File: src/rtl/shift_frame_ctrl.sv
// shift_frame_ctrl: sequences a WIDTH-bit full-duplex shift datapath.
// A word accepted over valid/ready is shifted out MSB-first on sout while
// sin is captured into rx; the received word is presented with a one-cycle
// out_valid pulse, followed by GAP idle cycles before the next accept.
module shift_frame_ctrl #(
  parameter int unsigned WIDTH = 8,
  parameter int unsigned GAP   = 2
) (
  input  logic             clk,
  input  logic             reset,
  input  logic             in_valid,
  input  logic [WIDTH-1:0] in_data,
  output logic             in_ready,
  input  logic             abort,
  input  logic             sin,
  output logic             sout,
  output logic             frame,
  output logic             out_valid,
  output logic [WIDTH-1:0] out_data,
  output logic             busy
);

  localparam int unsigned    CW       = $clog2(WIDTH);
  localparam logic [CW-1:0]  CNT_LAST = CW'(WIDTH - 1);
  localparam logic [3:0]     GAP_LAST = (GAP == 0) ? 4'd0 : 4'(GAP - 1);

  typedef enum logic [1:0] {
    ST_IDLE,
    ST_SHIFT,
    ST_DONE,
    ST_GAP
  } state_e;

  state_e           state_q, state_d;
  logic [WIDTH-1:0] tx_q, tx_d;
  logic [WIDTH-1:0] rx_q, rx_d;
  logic [CW-1:0]    cnt_q, cnt_d;
  logic [3:0]       gap_q, gap_d;
  logic [WIDTH-1:0] out_data_q, out_data_d;

  // Next-state and datapath update for the frame sequencer
  always_comb begin
    state_d    = state_q;
    tx_d       = tx_q;
    rx_d       = rx_q;
    cnt_d      = cnt_q;
    gap_d      = gap_q;
    out_data_d = out_data_q;
    case (state_q)
      ST_IDLE: begin
        if (in_valid) begin
          tx_d    = in_data;
          rx_d    = '0;
          cnt_d   = '0;
          state_d = ST_SHIFT;
        end
      end
      ST_SHIFT: begin
        if (abort) begin
          state_d = ST_IDLE;
        end else begin
          tx_d = {tx_q[WIDTH-2:0], 1'b0};
          rx_d = {rx_q[WIDTH-2:0], sin};
          if (cnt_q == CNT_LAST) begin
            // Result is captured on the final edge so out_data is already
            // valid during the DONE cycle.
            out_data_d = {rx_q[WIDTH-2:0], sin};
            cnt_d      = '0;
            state_d    = ST_DONE;
          end else begin
            cnt_d = cnt_q + 1'b1;
          end
        end
      end
      ST_DONE: begin
        gap_d   = '0;
        state_d = (GAP == 0) ? ST_IDLE : ST_GAP;
      end
      ST_GAP: begin
        if (gap_q == GAP_LAST) begin
          state_d = ST_IDLE;
        end else begin
          gap_d = gap_q + 4'd1;
        end
      end
      default: state_d = ST_IDLE;
    endcase
  end

  // State and datapath registers, cleared asynchronously
  always_ff @(posedge clk or negedge reset) begin
    if (!reset) begin
      state_q    <= ST_IDLE;
      tx_q       <= '0;
      rx_q       <= '0;
      cnt_q      <= '0;
      gap_q      <= '0;
      out_data_q <= '0;
    end else begin
      state_q    <= state_d;
      tx_q       <= tx_d;
      rx_q       <= rx_d;
      cnt_q      <= cnt_d;
      gap_q      <= gap_d;
      out_data_q <= out_data_d;
    end
  end

  // Outputs decoded from registered state; in_ready is held low during reset
  always_comb begin
    frame     = (state_q == ST_SHIFT);
    sout      = frame & tx_q[WIDTH-1];
    out_valid = (state_q == ST_DONE);
    busy      = (state_q != ST_IDLE);
    in_ready  = (state_q == ST_IDLE) & reset;
    out_data  = out_data_q;
  end

endmodule
File: config.mk
export PLATFORM = sky130hd
export DESIGN_NAME = shift_frame_ctrl
export DESIGN_NICKNAME = d
export VERILOG_FILES = /design/src/rtl/shift_frame_ctrl.sv
export SDC_FILE = /design/constraint.sdc
export NUM_CORES = 1
export LEC_CHECK = 0
export ABC_AREA = 1
export BUFFER_PORTS_ARGS = -buffer_cell sky130_fd_sc_hd__buf_2
export CORE_UTILIZATION = 54
export DETAILED_ROUTE_END_ITERATION = 7
export PLACE_DENSITY = 0.73
export SKIP_LAST_GASP = 1
export SYNTH_ARGS = -nofsm -noshare
export SYNTH_HDL_FRONTEND = slang
export SYNTH_SLANG_ARGS = --single-unit
File: constraint.sdc
create_clock -name clk -period 1.72 [get_ports clk]
set_input_delay 0.086 -clock clk [delete_from_list [all_inputs] [get_ports clk]]
set_output_delay 0.086 -clock clk [all_outputs]
set_load 0.05 [all_outputs]
==> run_results.csv, run 1 <==
group,metric,value,unit
outcome,outcome,"finished clean",
global_route,grt_usage,22.5,%
sta,hold_viol,0,
floorplan,coreArea,2540,um^2
global_route,grt_pass1_wl,4.51,mm
clock_network,path_clk_slew,0.10,ns
setup_path,cp.arrival,1.51,ns
final_layout,syn2layout_area_growth,17.0,%
yosys,synth_fp_nets,190,
final_layout,seqCellArea,801,um^2
detailed_routing,via_per_inst,5.05,
sta,tns,0,ns
setup_path,regToRegSetupSlack,0.32,ns
final_layout,diodes,0,
floorplan,initial_core_util,58.3,%
clock_network,clk_latency,0.34,ns
clock_network,htreeDepth,2,
yosys,synth_common_cells,"39 x nand2_1, 32 x dfrtp_1, 31 x o21ai_0",
setup_path,crit_type,"reg -> out",
sta,hold_ws,0.0222,ns
setup_path,cp-start-kind,"flip-flop",
final_layout,layout-drive-gt1-share,20.4,%
sta,finClkSkew,0.00972,ns
sta,setup_violations,0,
yosys,synth_warnings,0,
yosys,ys_seq_elements,32,
yosys,synth_edf_count,0,
clock_network,cts_sinks,32,
flow_run,maxCapViolations,0,
yosys,netlist.area_leader.share,54.0,%
placed_design,hpwl,1.90,mm
clock_network,cts_tree,"yes",
yosys,synth.avg_cell_area,8.57,um^2
detailed_routing,first_iter_violations,39,
sta,rsz0062_at_grt,"false",
detailed_routing,wl_per_cell,11.6,um
power_and_ir_drop,power_leakage,0.940,nW
detailed_routing,routed_wl,2.73,mm
global_route,first_global_vias,1035,
yosys,ys_async_sr_fraction,100,%
floorplan,rows,18,
placed_design,placed_area,1630,um^2
detailed_routing,post-route-drc-count,0,
clock_network,cts_buffers,5,
setup_path,critical_path_required,1.63,ns
power_and_ir_drop,power,2.47,mW
yosys,post-synth-top-area-cell,"dfrtp_1",
yosys,synth.most_common_cell,"nand2_1",
floorplan,io_pins,26,
yosys,yosys-top-cells-area,"dfrtp_1 54%, o21ai_0 10%, nand2_1 9.9%",
clock_network,cts_setup_buffers,0,
placed_design,dp.cells,226,
global_route,grt_overflow,0,
placed_design,pre_cts_slack,0.201,ns
sta,report.final.slew_viol_count,0,
min_path,hp-class,"in -> reg",
power_and_ir_drop,powerDensity,1420,nW/um^2
final_layout,nets,222,
setup_path,cp_max_fo,5,
final_layout,n_fill_cell,220,
yosys,yosysUniqueCellTypes,16,
final_layout,stdcell_count,236,
final_layout,stdcell_area,1740,um^2
clock_network,cts_buffer_depth,2,
power_and_ir_drop,ir_drop,1.19,mV
floorplan,die_y,54.4,um
final_layout,multi_input_area,548,um^2
yosys,syn_area,1480,um^2
detailed_routing,firstDrtPassIters,4,
sta,slew_headroom,73.6,%
yosys,netlist_instances,173,
floorplan,die_area,2960,um^2
setup_path,end_kind,"primary output",
sta,fin_crit_sh,92.9,%
global_route,grt_antenna_before_repair,0,
final_layout,postLayoutCoreUtil,68.2,%
placed_design,place_congestion,0.684,
floorplan,die_w,54.4,um
sta,worst_pin_slew,0.396,ns
clock_network,root_buffer,"clkbuf_4",
detailed_routing,drtAntennaViolNets,0,
global_route,grt_max_degree,33,
sta,clock.fmax,0.626,GHz
detailed_routing,num_vias,1192,
yosys,synth_ff_type,"dfrtp_1",
sta,post-route-min-period,1.60,ns
sta,setup_ws,0.122,ns
yosys,ys_seq_area_share,54.0,%
placed_design,numPortBuffers,25,
## flip-flops by register name (all words and copies together), names as in the netlist, named ones only
| signal | flops |
|---|---|
| cnt_q | 3 |
| out_data | 8 |
| state_q | 1 |
| rx_q | 7 |
| tx_q | 8 |
| gap_q | 4 |
## cell families (layout without fill, tap and decap cells)
logic type / after synthesis / after routing / synth area share, %
AOI/OAI and AO/OA: 32 / 32 / 10.8
xor gates and xnor gates: 1 / 1 / 0.591
adders and majority gates: 4 / 4 / 3.38
buffers and inverters: 32 / 65 / 9.37
DFF: 32 / 32 / 54.0
and+or+nand+nor: 72 / 72 / 21.9
## path summary, 6_finish.rpt
check	start	end	cells past startpoint
max reg2reg	cnt_q[0]	out_data[7]	6
max in group asynchronous	reset	state_q[0]	3
min in group asynchronous	reset	out_data[2]	3
min	in_data[0]	tx_q[0]	3
min reg2reg	out_data[0]	out_data[0]	2
max	flip-flop	in_ready	4
## layout by cell type (no fill, tap or decap)
| master | netlist | final |
|---|---|---|
| nand2_2 | 3 | 2 |
| xnor2_1 | 1 | 1 |
| clkbuf_4 | 0 | 5 |
| dfrtp_1 | 32 | 32 |
| ha_1 | 4 | 4 |
| nor2_4 | 1 | 1 |
| o21ai_0 | 31 | 31 |
| dlygate4sd3_1 | 0 | 2 |
| clkinv_2 | 0 | 1 |
| bufinv_16 | 0 | 1 |
| o21ai_1 | 1 | 1 |
| buf_2 | 3 | 25 |
| nand2_4 | 1 | 2 |
| inv_1 | 27 | 27 |
| nor2_2 | 1 | 1 |
| nand4_1 | 1 | 1 |
| nand2_1 | 39 | 39 |
| nor2_1 | 5 | 5 |
| buf_4 | 0 | 3 |
| clkinvlp_4 | 0 | 1 |
| nand3_1 | 21 | 21 |
## power by group
| group | switching (mW) | internal, mW |
|---|---|---|
| logic | 0.616 | 0.257 |
| clock network | 0.277 | 0.303 |
| registers | 0.0869 | 0.932 |
## worst max-delay path, stage by stage, from the launching register on
cell	delay, ns
dfrtp_1	0.46
nor2_1	0.27
inv_1	0.10
nor2_1	0.09
buf_2	0.26
## area by class of cell
type | count | share of cell area, %
timing repair buffer | 30 | 9.66
clock inverter | 3 | 2.45
multi-input combinational | 109 | 31.6
tap | 30 | 2.16
clock buffer | 5 | 2.16
sequential | 32 | 46.1
inverter | 27 | 5.84
## per-layer routing
metal  track usage [%]  wire length [um]
met1              29.1              1280
met2              33.9              1270
met3              8.33               131
met4              8.97                44
met5                 0                 0
## what timing repair did
item / 4_1_cts / 5_1_grt
hold buffers: 2 / 0
endpoints found under the setup margin: 0 / 2
resized for setup: 0 / 1
endpoints found under the hold margin: 34 / 0
Note: power is estimated with default switching activity, not from simulation.
==> run 2: changes to the inputs <==
--- a/config.mk
+++ b/config.mk
@@ -7,9 +7,9 @@
 export LEC_CHECK = 0
 export ABC_AREA = 1
 export BUFFER_PORTS_ARGS = -buffer_cell sky130_fd_sc_hd__buf_2
-export CORE_UTILIZATION = 54
+export CORE_UTILIZATION = 30
 export DETAILED_ROUTE_END_ITERATION = 7
-export PLACE_DENSITY = 0.73
+export PLACE_DENSITY = 0.44
 export SKIP_LAST_GASP = 1
 export SYNTH_ARGS = -nofsm -noshare
 export SYNTH_HDL_FRONTEND = slang
==> run 2 against run 1 <==
Compared with the run above: clock power grew 24%; maximum frequency increased by 3.0%; first-iteration DRC count up 64%; sequential power about the same; power grew 6.3%; global-route usage shrank 9.3 points; critical path depth is the same; clock skew shrank 0.0033 ns; cell count rose by 15%; final area rose by 3.9%; routed wire length is 9.3% higher; sequential share of layout area decreased by 1.7 points.
==> run_results.csv, run 2 (synthesized netlist as in run 1, its figures left out) <==
group,metric,value,unit
final_layout,final_common_cell,"nand2_1",
placed_design,placed_area,1680,um^2
clock_network,cts_buffers,5,
sta,setup_violations,0,
flow_run,maxCapViolations,0,
global_route,first_global_vias,1118,
power_and_ir_drop,powerDensity,1460,nW/um^2
global_route,grt_overflow,0,
clock_network,cts_tree,"yes",
power_and_ir_drop,p_sw_share,38.4,%
sta,clock.fmax,0.645,GHz
sta,report.final.slew_viol_count,0,
clock_network,htreeDepth,2,
clock_network,root_buffer,"clkbuf_8",
final_layout,nets,221,
setup_path,critical_path_required,1.63,ns
power_and_ir_drop,seq_power_share,38.8,%
clock_network,clk_latency,0.29,ns
sta,post-route-min-period,1.55,ns
sta,finClkSkew,0.00644,ns
final_layout,stdcell_area,1800,um^2
placed_design,dp.cells,263,
global_route,grt_pass1_wl,5.13,mm
clock_network,path_clk_slew,0.07,ns
placed_design,place_congestion,0.802,
sta,rsz0062_at_grt,"false",
outcome,outcome,"finished clean",
sta,hold_ws,0.0184,ns
detailed_routing,post-route-drc-count,0,
floorplan,io_pins,26,
setup_path,crit_end,"in_ready",
detailed_routing,via_per_inst,4.32,
global_route,grt_max_degree,33,
floorplan,rows,25,
power_and_ir_drop,switchingPower,1.01,mW
setup_path,cp_max_fo,5,
clock_network,cts_sinks,32,
power_and_ir_drop,power,2.63,mW
setup_path,reg2reg_to,"rx_q[5]",
power_and_ir_drop,ir_drop,0.666,mV
setup_path,cp.arrival,1.46,ns
power_and_ir_drop,power_leakage,0.949,nW
setup_path,reg2reg_depth,5,
power_and_ir_drop,p_comb_share,33.7,%
sta,hold_viol,0,
setup_path,crit_type,"reg -> out",
final_layout,stdcell_count,272,
min_path,hp-class,"in -> reg",
detailed_routing,routed_wl,2.98,mm
floorplan,die_y,72.3,um
placed_design,hpwl,2.09,mm
global_route,grt_antenna_before_repair,0,
sta,tns,0,ns
floorplan,die_w,72.3,um
placed_design,numPortBuffers,25,
floorplan,initial_core_util,31.2,%
detailed_routing,num_vias,1174,
detailed_routing,first_iter_violations,64,
final_layout,n_fill_cell,540,
floorplan,coreArea,4750,um^2
final_layout,layout-drive-gt1-share,20.5,%
final_layout,diodes,0,
setup_path,regToRegSetupSlack,0.28,ns
detailed_routing,drtAntennaViolNets,0,
setup_path,cp-start-kind,"flip-flop",
final_layout,final_cell_mix,"39 x nand2_1, 32 x dfrtp_1, 31 x o21ai_0",
sta,worst_pin_slew,0.416,ns
clock_network,cts_buffer_depth,2,
setup_path,end_kind,"primary output",
global_route,grt_usage,13.1,%
sta,fin_crit_sh,90.1,%
final_layout,syn2layout_area_growth,21.6,%
floorplan,die_area,5230,um^2
sta,slew_headroom,72.3,%
detailed_routing,wl_per_cell,11.0,um
detailed_routing,firstDrtPassIters,4,
power_and_ir_drop,power_frac_clock,27.5,%
power_and_ir_drop,p_int,1.62,mW
==> run 2: cell types whose count changed in the layout (fill, tap and decap cells not counted) <==
| cell | change |
|---|---|
| clkbuf_4 | -5 |
| clkbuf_8 | +5 |
| dlygate4sd3_1 | -1 |
==> run 2: worst min path at each step <==
stage                     start                          to  slack, ns  depth (start not counted)
after floorplan           reset  asynchronous set/reset pin      -0.21                          0
after global placement    reset                     tx_q[7]       0.20                          2
after detailed placement  reset                     tx_q[5]       0.20                          2
after CTS                   sin                 out_data[0]      0.006                          3
after global routing        sin                 out_data[0]       0.03                          3
final                       sin                 out_data[0]       0.02                          3
==> run 2: cell type report <==
class | instances | area, um^2 | area share, %
Clock buffer | 5 | 68.8 | 3.82
Clock inverter | 3 | 42.5 | 2.36
Inverter | 27 | 101 | 5.62
Multi-Input combinational cell | 109 | 548 | 30.4
Sequential cell | 32 | 801 | 44.4
Tap cell | 67 | 83.8 | 4.65
Timing Repair Buffer | 29 | 158 | 8.74
==> run 2: per-stage QoR <==
stage	utilization [%]	setup WS, ns
finish	37.9	0.169
global route	37.9	0.104
CTS	37.8	0.158
detailed placement	35.3	0.160
global placement	35.3	0.293
floorplan	-	0.0101
==> run 2: power groups by stage <==
stage | combinational (mW) | clock (mW) | sequential, mW
CTS | 0.888 | 0.758 | 1.02
floorplan | 0.686 | 0 | 1.04
global route | 1.01 | 0.794 | 1.04
finish | 0.887 | 0.722 | 1.02
global placement | 0.869 | 0 | 1.03
detailed placement | 0.881 | 0 | 1.03
==> run 2: critical path, cell delays in order (launching register included) <==
cell	delay, ns
dfrtp_1	0.44
nor2_1	0.29
inv_1	0.10
nor2_1	0.09
buf_2	0.26
==> run 2: metal layers <==
| layer | vias to the layer above | GRT usage, % | share of wire (%) |
|---|---|---|---|
| met5 | - | 0 | 0 |
| met4 | 0 | 7.84 | 2.5 |
| met3 | 8 | 3.33 | 4.5 |
| met2 | 25 | 18.2 | 42 |
| met1 | 532 | 18.4 | 51 |
| li1 | 609 | - | - |
==> run 2: repair_timing <==
item | CTS | global route
setup buffers | 0 | 0
hold buffers | 1 | 0
resized for setup | 0 | 1
hold endpoints to repair | 32 | 0
endpoints found under the setup margin | 0 | 1
==> run 3: changes to the inputs <==
--- a/config.mk
+++ b/config.mk
@@ -5,7 +5,7 @@
 export SDC_FILE = /design/constraint.sdc
 export NUM_CORES = 1
 export LEC_CHECK = 0
-export ABC_AREA = 1
+export ABC_AREA = 0
 export BUFFER_PORTS_ARGS = -buffer_cell sky130_fd_sc_hd__buf_2
 export CORE_UTILIZATION = 30
 export DETAILED_ROUTE_END_ITERATION = 7
==> run 3 against run 2 <==
Compared with the run above: register-to-register slack worse by 0.11 ns; worst setup slack worse by 0.065 ns; routed wire length is 7.6% lower; largest power group is now combinational logic; power is 25% higher; non-clock buffer count is 4 higher; sequential cell count stayed put; critical endpoint is now frame; via count is 16% lower; sequential power is 17% higher; count of clock-buffer cells in the layout is 2 higher.
==> run_results.csv, run 3 <==
group,metric,value,unit
yosys,synth_top_family_by_area,"multiplexers",
global_route,grt_pass1_wl,4.75,mm
detailed_routing,first_iter_violations,30,
final_layout,postLayoutCoreUtil,39.6,%
floorplan,die_y,74.2,um
yosys,post-synth-top-area-cell,"dfrtp_1",
placed_design,place_congestion,0.699,
clock_network,htreeDepth,2,
yosys,ys_seq_area_share,51.2,%
clock_network,cts_buffers,5,
floorplan,coreArea,4880,um^2
yosys,synth.most_common_cell,"dfrtp_1",
setup_path,cp-start-kind,"flip-flop",
sta,report.final.slew_viol_count,0,
setup_path,critical_path_required,1.63,ns
setup_path,worst-path-buf-inv,3,
flow_run,maxCapViolations,0,
yosys,ys_seq_elements,32,
yosys,synth_common_cells,"32 x dfrtp_1, 23 x mux2_2, 13 x inv_1",
yosys,syn_area,1570,um^2
yosys,synth_fp_nets,142,
global_route,grt_antenna_before_repair,0,
final_layout,syn2layout_area_growth,23.6,%
sta,hold_viol,0,
clock_network,path_clk_slew,0.07,ns
yosys,yosys.area_share.simple,11.0,%
setup_path,cp.arrival,1.53,ns
detailed_routing,firstDrtPassIters,4,
setup_path,cp_max_fo,10,
clock_network,clk_latency,0.28,ns
clock_network,root_buffer,"clkbuf_8",
power_and_ir_drop,power_leakage,0.987,nW
setup_path,crit_family,"buffers and inverters",
global_route,grt_max_degree,33,
yosys,synth.avg_cell_area,12.5,um^2
detailed_routing,routed_wl,2.75,mm
sta,slew_headroom,68.6,%
global_route,first_global_vias,1034,
detailed_routing,drtAntennaViolNets,0,
placed_design,numPortBuffers,25,
detailed_routing,num_vias,991,
floorplan,die_w,74.2,um
final_layout,diodes,0,
sta,worst_pin_slew,0.470,ns
setup_path,cp_slowest_cell,"dfrtp_1",
final_layout,final_cell_mix,"32 x dfrtp_1, 25 x buf_2, 23 x mux2_2",
yosys,yosys-top-cells-area,"dfrtp_1 51%, mux2_2 17%, mux2i_1 6.4%",
final_layout,final_common_cell,"dfrtp_1",
min_path,hp-class,"in -> reg",
detailed_routing,via_per_inst,4.33,
sta,clock.fmax,0.619,GHz
sta,fin_crit_sh,94.0,%
sta,finClkSkew,0.00439,ns
sta,post-route-min-period,1.62,ns
global_route,grt_overflow,0,
sta,rsz0062_at_grt,"false",
yosys,synthMuxAreaShare,23.9,%
yosys,synth_ff_type,"dfrtp_1",
sta,tns,0,ns
detailed_routing,wl_per_cell,12.0,um
setup_path,timing.rr.start,"state_q[0]",
yosys,ys_async_sr_fraction,100,%
yosys,yosysUniqueCellTypes,30,
min_path,hp-start,"in_data[0]",
power_and_ir_drop,ir_drop,0.800,mV
yosys,synth-compound-area-share,4.40,%
floorplan,die_area,5510,um^2
yosys,synth_warnings,0,
setup_path,crit_start,"state_q[0]",
setup_path,crit_chain,"nand2b_4 > inv_4 > buf_4 > buf_2",
power_and_ir_drop,powerDensity,1700,nW/um^2
outcome,outcome,"finished clean",
yosys,synth_fa_ha_area_share,3.20,%
floorplan,rows,25,
global_route,grt_usage,11.4,%
clock_network,cts_tree,"yes",
setup_path,cp_slowest_stage_delay,0.54,ns
setup_path,regToRegSetupSlack,0.17,ns
setup_path,end_kind,"primary output",
setup_path,crit_type,"reg -> out",
detailed_routing,post-route-drc-count,0,
floorplan,initial_core_util,32.1,%
clock_network,cts_buffer_depth,2,
final_layout,nets,178,
sta,hold_ws,0.0573,ns
clock_network,cts_sinks,32,
yosys,synth_edf_count,0,
placed_design,hpwl,1.94,mm
sta,setup_violations,0,
yosys,netlist_instances,125,
floorplan,io_pins,26,
yosys,synth_xor_area_share,0,%
yosys,netlist.area_leader.share,51.2,%
final_layout,layout-drive-gt1-share,43.2,%
run 3: cell types whose count changed after synthesis, moves of 10 or more:
cell | previous run | this run
inv_1 | 27 | 13
mux2_2 | 0 | 23
mux2i_1 | 0 | 10
nand2_1 | 39 | 12
nand3_1 | 21 | 4
o21ai_0 | 31 | 1
run 3: report_power, final:
| group | total (mW) | switching, mW | internal (mW) |
|---|---|---|---|
| Clock | 0.781 | 0.270 | 0.511 |
| Combinational | 1.31 | 0.687 | 0.627 |
| Sequential | 1.19 | 0.192 | 1.00 |
| Total | 3.29 | 1.15 | 2.14 |
run 3: worst min-delay path: cells and delay by family:
| family | cells | cell delay [ns] |
|---|---|---|
| buffers and inverters | 1 | 0.09 |
| AOI/OAI and AO/OA | 1 | 0.07 |
| and+or+nand+nor | 1 | 0.05 |
run 3: cell families after synthesis:
family,count (synthesis)
AOI/OAI and AO/OA,8
DFF,32
muxes,34
adders and majority gates,4
buffers and inverters,18
and+or+nand+nor,29
run 3: worst paths after layout:
path                               end  cells after the start
max                              frame                      4
min                            tx_q[0]                      3
max reg2reg                    tx_q[5]                      4
min reg2reg                out_data[7]                      1
max in group asynchronous     cnt_q[1]                      3
min in group asynchronous  out_data[7]                      3
run 3: timing repair:
item / 4_1_cts / 5_1_grt
setup endpoints to repair: 0 / 6
resized for setup: 0 / 0
hold endpoints to repair: 32 / 0
hold buffers: 1 / 0
buffers inserted: 0 / 3
run 3: layer usage:
layer	global-route usage, %	share of wire [%]
met1	15.2	50
met2	17.7	45
met3	3.25	3.6
met4	4.40	0.98
met5	0	0
run 3: area by class of cell:
type | count | area (um^2)
Timing Repair Buffer | 33 | 200
Sequential cell | 32 | 801
Tap cell | 67 | 83.8
Multi-Input combinational cell | 75 | 668
Fill cell | 508 | 2950
Clock inverter | 1 | 30.0
Inverter | 14 | 55.1
Clock buffer | 7 | 96.3
run 3: stage by stage:
stage,area (um^2),setup slack [ns],power [mW],cells
6_report,1930,0.104,3.29,229
3_3_place_gp,1760,0.168,2.43,217
5_1_grt,1930,0.0119,3.50,229
2_1_floorplan,1570,0.0672,2.23,125
4_1_cts,1900,0.0691,3.26,226
3_5_place_dp,1760,0.0800,2.46,217
